### config.mk
export PLATFORM = sky130hd
export DESIGN_NAME = fifo_pkt_reader_flat
export DESIGN_NICKNAME = d
export VERILOG_FILES = /design/src/rtl/fifo_pkt_reader_if.sv /design/src/rtl/fifo_pkt_reader.sv /design/src/flat_wrapper.sv
export SDC_FILE = /design/constraint.sdc
export NUM_CORES = 1
export LEC_CHECK = 0
export ABC_AREA = 0
export ABC_CLOCK_PERIOD_IN_PS = 1900
export BUFFER_PORTS_ARGS = -buffer_cell sky130_fd_sc_hd__buf_2
export CAP_MARGIN = 20
export CORE_UTILIZATION = 42
export DETAILED_ROUTE_END_ITERATION = 10
export GPL_ROUTABILITY_DRIVEN = 0
export PLACE_DENSITY = 0.75
export SLEW_MARGIN = 20
export SYNTH_ARGS = -nofsm -noshare
export SYNTH_HDL_FRONTEND = slang
export SYNTH_SLANG_ARGS = --single-unit
export TNS_END_PERCENT = 10
### constraint.sdc
create_clock -name clk -period 1.9 [get_ports clk]
set_clock_uncertainty 0.2 [all_clocks]
set_input_delay 0.095 -clock clk [delete_from_list [all_inputs] [get_ports clk]]
set_output_delay 0.095 -clock clk [all_outputs]
set_load 0.05 [all_outputs]
### src/rtl/fifo_pkt_reader_if.sv
// Read port of the show-ahead FIFO and the framed output stream used by fifo_pkt_reader.
// The reader side uses the master modport of both interfaces.
interface fifo_rd_if #(parameter int DATA_WIDTH = 8);
  logic [DATA_WIDTH-1:0] data;
  logic                  empty;
  logic                  rd_en;

  modport master (input data, input empty, output rd_en);
  modport slave  (output data, output empty, input rd_en);
endinterface

interface pkt_stream_if #(parameter int DATA_WIDTH = 8);
  logic                  valid;
  logic                  ready;
  logic [DATA_WIDTH-1:0] data;
  logic                  first;
  logic                  last;
  logic                  pad;

  modport master (output valid, input ready, output data, output first, output last, output pad);
  modport slave  (input valid, output ready, input data, input first, input last, input pad);
endinterface

### src/rtl/fifo_pkt_reader.sv
// Pops a show-ahead FIFO into fixed-length packets with first/last markers, padding stalled packets.
// Define FIFO_PKT_READER_STATS_EN to build the pkt_count/pad_count statistics counters.
module fifo_pkt_reader #(
  parameter int                    DATA_WIDTH = 8,
  parameter int                    PKT_LEN    = 4,
  parameter int                    TIMEOUT    = 8,
  parameter logic [DATA_WIDTH-1:0] PAD_VALUE  = DATA_WIDTH'(8'hA5)
) (
  input  logic        clk,
  input  logic        rst,
  fifo_rd_if.master   fifo,
  pkt_stream_if.master m,
  output logic [15:0] pkt_count,
  output logic [15:0] pad_count
);

  localparam int CW = $clog2(PKT_LEN + 1);
  localparam int TW = (TIMEOUT > 0) ? $clog2(TIMEOUT + 1) : 1;
  localparam logic [CW-1:0] CNT_LAST = CW'(PKT_LEN - 1);
  localparam logic [TW-1:0] TMR_LAST = (TIMEOUT > 0) ? TW'(TIMEOUT - 1) : '0;

  typedef enum logic [1:0] {IDLE, BODY, PAD} state_t;

  state_t                state, state_d;
  logic [CW-1:0]         word_cnt, word_cnt_d;
  logic [TW-1:0]         timer, timer_d;
  logic                  out_free, pop;
  logic                  load, load_first, load_last, load_pad;
  logic [DATA_WIDTH-1:0] load_data;
  logic                  valid_q, first_q, last_q, pad_q;
  logic [DATA_WIDTH-1:0] data_q;

  assign out_free   = !valid_q || m.ready;
  assign pop        = !rst && (state != PAD) && out_free && !fifo.empty;
  assign fifo.rd_en = pop;

  // NOTE: every always_comb output gets a default first, so no path leaves one unassigned (no latch).
  always_comb begin
    state_d    = state;
    word_cnt_d = word_cnt;
    timer_d    = timer;
    load       = 1'b0;
    load_first = 1'b0;
    load_last  = 1'b0;
    load_pad   = 1'b0;
    load_data  = fifo.data;
    case (state)
      IDLE: begin
        if (pop) begin
          load       = 1'b1;
          load_first = 1'b1;
          load_last  = (PKT_LEN == 1);
          timer_d    = '0;
          if (PKT_LEN == 1) begin
            word_cnt_d = '0;
          end else begin
            word_cnt_d = CW'(1);
            state_d    = BODY;
          end
        end
      end
      BODY: begin
        if (pop) begin
          load      = 1'b1;
          load_last = (word_cnt == CNT_LAST);
          timer_d   = '0;
          if (load_last) begin
            word_cnt_d = '0;
            state_d    = IDLE;
          end else begin
            word_cnt_d = word_cnt + 1'b1;
          end
        end else if (fifo.empty && TIMEOUT != 0) begin
          // The timer never passes TMR_LAST: reaching TIMEOUT hands over to PAD.
          if (timer == TMR_LAST) begin
            timer_d = '0;
            state_d = PAD;
          end else begin
            timer_d = timer + 1'b1;
          end
        end
      end
      PAD: begin
        if (out_free) begin
          load      = 1'b1;
          load_pad  = 1'b1;
          load_data = PAD_VALUE;
          load_last = (word_cnt == CNT_LAST);
          if (load_last) begin
            word_cnt_d = '0;
            state_d    = IDLE;
          end else begin
            word_cnt_d = word_cnt + 1'b1;
          end
        end
      end
      default: state_d = IDLE;
    endcase
  end

  // NOTE: sequential state uses non-blocking assignments so all registers update from pre-edge values.
  always_ff @(posedge clk) begin
    if (rst) begin
      state    <= IDLE;
      word_cnt <= '0;
      timer    <= '0;
      valid_q  <= 1'b0;
      data_q   <= '0;
      first_q  <= 1'b0;
      last_q   <= 1'b0;
      pad_q    <= 1'b0;
    end else begin
      state    <= state_d;
      word_cnt <= word_cnt_d;
      timer    <= timer_d;
      valid_q  <= load || (valid_q && !m.ready);
      if (load) begin
        data_q  <= load_data;
        first_q <= load_first;
        last_q  <= load_last;
        pad_q   <= load_pad;
      end
    end
  end

  assign m.valid = valid_q;
  assign m.data  = data_q;
  assign m.first = first_q;
  assign m.last  = last_q;
  assign m.pad   = pad_q;

`ifdef FIFO_PKT_READER_STATS_EN
  logic accept;
  assign accept = valid_q && m.ready;

  always_ff @(posedge clk) begin
    if (rst) begin
      pkt_count <= '0;
      pad_count <= '0;
    end else begin
      if (accept && last_q) pkt_count <= pkt_count + 16'd1;
      if (accept && pad_q)  pad_count <= pad_count + 16'd1;
    end
  end
`else
  assign pkt_count = '0;
  assign pad_count = '0;
`endif

endmodule

### src/flat_wrapper.sv
// flat-port wrapper written by rule: the top's interface ports become plain ports
module fifo_pkt_reader_flat 
#(
  parameter int                    DATA_WIDTH = 8,
  parameter int                    PKT_LEN    = 4,
  parameter int                    TIMEOUT    = 8,
  parameter logic [DATA_WIDTH-1:0] PAD_VALUE  = DATA_WIDTH'(8'hA5)
)
  (clk, rst, pkt_count, pad_count, fifo_data, fifo_empty, fifo_rd_en, m_valid, m_ready, m_data, m_first, m_last, m_pad);
  fifo_rd_if #(.DATA_WIDTH(DATA_WIDTH)) fifo_i ();
  pkt_stream_if #(.DATA_WIDTH(DATA_WIDTH)) m_i ();
  input  logic clk;
  input  logic rst;
  output logic [15:0] pkt_count;
  output logic [15:0] pad_count;
  input wire logic [$bits(fifo_i.data)-1:0] fifo_data;
  input wire logic [$bits(fifo_i.empty)-1:0] fifo_empty;
  output wire logic [$bits(fifo_i.rd_en)-1:0] fifo_rd_en;
  output wire logic [$bits(m_i.valid)-1:0] m_valid;
  input wire logic [$bits(m_i.ready)-1:0] m_ready;
  output wire logic [$bits(m_i.data)-1:0] m_data;
  output wire logic [$bits(m_i.first)-1:0] m_first;
  output wire logic [$bits(m_i.last)-1:0] m_last;
  output wire logic [$bits(m_i.pad)-1:0] m_pad;
  assign fifo_i.data = fifo_data;
  assign fifo_i.empty = fifo_empty;
  assign fifo_rd_en = fifo_i.rd_en;
  assign m_valid = m_i.valid;
  assign m_i.ready = m_ready;
  assign m_data = m_i.data;
  assign m_first = m_i.first;
  assign m_last = m_i.last;
  assign m_pad = m_i.pad;
  fifo_pkt_reader #(.DATA_WIDTH(DATA_WIDTH), .PKT_LEN(PKT_LEN), .TIMEOUT(TIMEOUT), .PAD_VALUE(PAD_VALUE)) u_core (.clk(clk), .rst(rst), .fifo(fifo_i), .m(m_i), .pkt_count(pkt_count), .pad_count(pad_count));
endmodule
==> flow_summary_export.csv <==
group,metric,value,unit
status,outcome,"complete, but fails checks",
status,violations,"DRC, setup timing",
floorplanning,start_util,0.4525,
synth,yosysMostFrequentCell,"buf_4",
clock_tree,clk_latency,320,ps
setup_path,required,1930,ps
synth,synth_mux_area_frac,0.01564,
synth,yosysSeqAreaShare,0.3284,
synth,synth_top_area_share,0.3284,
layout,final_util,0.5825,
layout,fin_nets,219,
setup_path,worstPathArrival,1960,ps
clock_tree,cts_buffer_depth,2,
synth,netlist_area,1280,um2
setup_path,critPathCaptureType,"register",
synth,synth_compound_area_frac,0.1926,
layout,drive_gt1_frac,0.3300,
place,place_area,1449,um2
clock_tree,cts.sinks,21,
synth,synth_edf_count,0,
drt,via_count,1167,
sta,finalCriticalPeriod,1935,ps
synth,ys_ff_latch,21,
drt,postRouteAntennaNets,0,
synth,synth_ff_type,"dfxtp_1",
hold_path,whs_endpoint,"u_core.word_cnt[0]",
synth,ys_top_cells_by_area,"dfxtp_1 (33%), buf_4 (19%), ha_1 (5.9%)",
synth,syn_area_per_cell,8.477,um2
synth,yosys_warnings,0,
sta,finalSetupViolCount,5,
synth,synth_common_cells,"buf_4 (32), dfxtp_1 (21), nor2_1 (15)",
floorplanning,ios,57,
pwr,pwr_density_cell,965.0,nW/um2
global_routing,grt_usage,0.1756,
hold_path,hp-start,"rst",
global_routing,grt_pass1_vias,970,
sta,final_max_slew_viol_count,0,
global_routing,grt_start_max_net_pins,14,
global_routing,grt-ovfl-total,0,
layout,finalNonFillerCells,231,
floorplanning,dieArea,3272,um2
setup_path,r2r-start,"u_core.state[0]",
clock_tree,cts.root.buffer_cell,"clkbuf_4",
sta,fmax,0.5168,GHz
setup_path,criticalPathCategory,"register to register",
synth,synth_top_family_by_area,"buffers and inverters",
sta,hold_viol_final,0,
floorplanning,rows,19,
setup_path,r2r_end,"u_core.m.data[3]",
synth,synthXorXnorAreaFrac,0,
clock_tree,numCtsBuffers,3,
pwr,ir_drop,626.9,uV
sta,min_period_over_period,1.018,
hold_path,timing.hold.worst_path_depth,3,
global_routing,grt_first_pass_wirelength,4436,um
synth,synthSimpleGateAreaFrac,0.1877,
synth,synth_cell_types,41,
floorplanning,die_w,57.21,um
place,dp.cells,217,
drt,dr.pass1.iters,7,
drt,drt_iter0_markers,24,
layout,post-route-cell-area,1648,um2
layout,area_growth,28.74,%
flow_run,max_cap_viol_count,0,
floorplanning,die_h,57.21,um
pwr,finalPower,1.590,mW
layout,nFillCells,243,
sta,fin_ws,-34.87,ps
layout,diodes,0,
drt,drc,8,
clock_tree,htreeDepth,1,
drt,wl_per_cell,12.06,um
setup_path,reg2reg_depth,7,
sta,rsz0062_at_grt,"true",
drt,finalWirelength,2787,um
synth,synthAdderAreaFrac,0.05865,
clock_tree,clk_pin_slew,130,ps
hold_path,hold_class,"primary input to register",
clock_tree,cts_tree,"yes",
setup_path,cp-start-kind,"register",
pwr,power_leakage,0.7537,nW
setup_path,path_max_fanout,7,
synth,yosysTopAreaCell,"dfxtp_1",
synth,async_reset_ff_frac,0,
drt,vias_per_cell,5.052,
place,dpl.hpwl,1963,um
synth,syn_inst,151,
place,portBuffers,24,
setup_path,timing.reg2reg.setup_slack,-30,ps
floorplanning,core,2829,um2
global_routing,antenna_found_initial,0,
cell type report:
cell class / instances / area (um2) / share of cell area
Multi-Input combinational cell: 120 / 789.5 / 0.4791
Clock inverter: 1 / 7.507 / 0.004556
Sequential cell: 21 / 424.2 / 0.2574
Inverter: 6 / 32.53 / 0.01974
Tap cell: 31 / 38.79 / 0.02354
Timing Repair Buffer: 49 / 332.8 / 0.2020
Clock buffer: 3 / 22.52 / 0.01367
layer usage:
metal | vias to the layer above | routed length, um | track usage
li1 | 567 | - | -
met1 | 547 | 1190 | 0.2113
met2 | 48 | 1420 | 0.3008
met3 | 5 | 149 | 0.05215
met4 | 0 | 27 | 0.05575
met5 | - | 0 | 0
report_power, final:
group	internal, mW	switching (mW)	leakage (nW)
Clock	0.0805	0.152	0.0139
Sequential	0.494	0.0353	0.173
Combinational	0.321	0.507	0.567
worst max-delay path, cell delays in order (launching register included):
cell and delay (ps):
dfxtp_2 370, inv_2 90, ha_4 150, nor2_2 50, or4_4 450, a21o_4 270, a22oi_1 210, nor2_1 50
placed cells by master (no fill, tap or decap), drive strengths merged, types with 2 or more instances in the layout:
master	n
a21oi	8
a22oi	5
buf	39
clkbuf	4
conb	32
dfxtp	21
dlygate4sd3	9
ha	6
inv	6
mux2i	2
nand2	8
nand3	3
nor2	16
nor2b	4
nor3	3
o21ai	4
o22ai	6
o311a	2
or4	3
timing repair:
action,in CTS,in global routing
hold buffers,8,1
hold endpoints to repair,13,5
pin swaps,1,3
buffers inserted,0,1
endpoints found under the setup margin,8,15
gates resized for setup,9,6
cells by family (layout without fill, tap and decap cells):
group | Yosys count | after routing
AOI/OAI and AO/OA | 35 | 35
adders and majority gates | 6 | 6
buffers and inverters | 41 | 59
DFF | 21 | 21
muxes | 2 | 2
other | 1 | 32
and+or+nand+nor | 45 | 45
metrics by stage:
step	setup TNS [ps]	setup WS, ps	hold slack [ps]
final	-70.26	-34.87	15.43
after global routing	-662.4	-83.14	28.47
after CTS	-5.822	-5.822	-119.1
after detailed placement	-301.1	-63.41	135.3
after global placement	-86.23	-22.59	124.9
after floorplan	-73.64	-18.41	38.00
state kept, by name (all words and copies together), names as in the netlist:
signal and flops:
u_core.m.data 8, u_core.word_cnt 3, u_core.m.first 1, u_core.m.last 1
u_core.m.valid 1, u_core.timer 4, u_core.m.pad 1, u_core.state 2
how the worst max path moves through the flow:
stage	startpoint	to	slack [ps]	cells after the start
floorplan	u_core.state[1]	u_core.m.data[1]	-20	7
global placement	u_core.state[0]	u_core.timer[3]	-20	6
detailed placement	u_core.state[0]	u_core.m.data[6]	-60	7
CTS	u_core.state[1]	u_core.timer[3]	-6	6
global route	u_core.state[0]	u_core.m.data[6]	-80	7
finish	u_core.state[0]	u_core.m.data[3]	-30	7
Power figures use the tool's default switching activity.
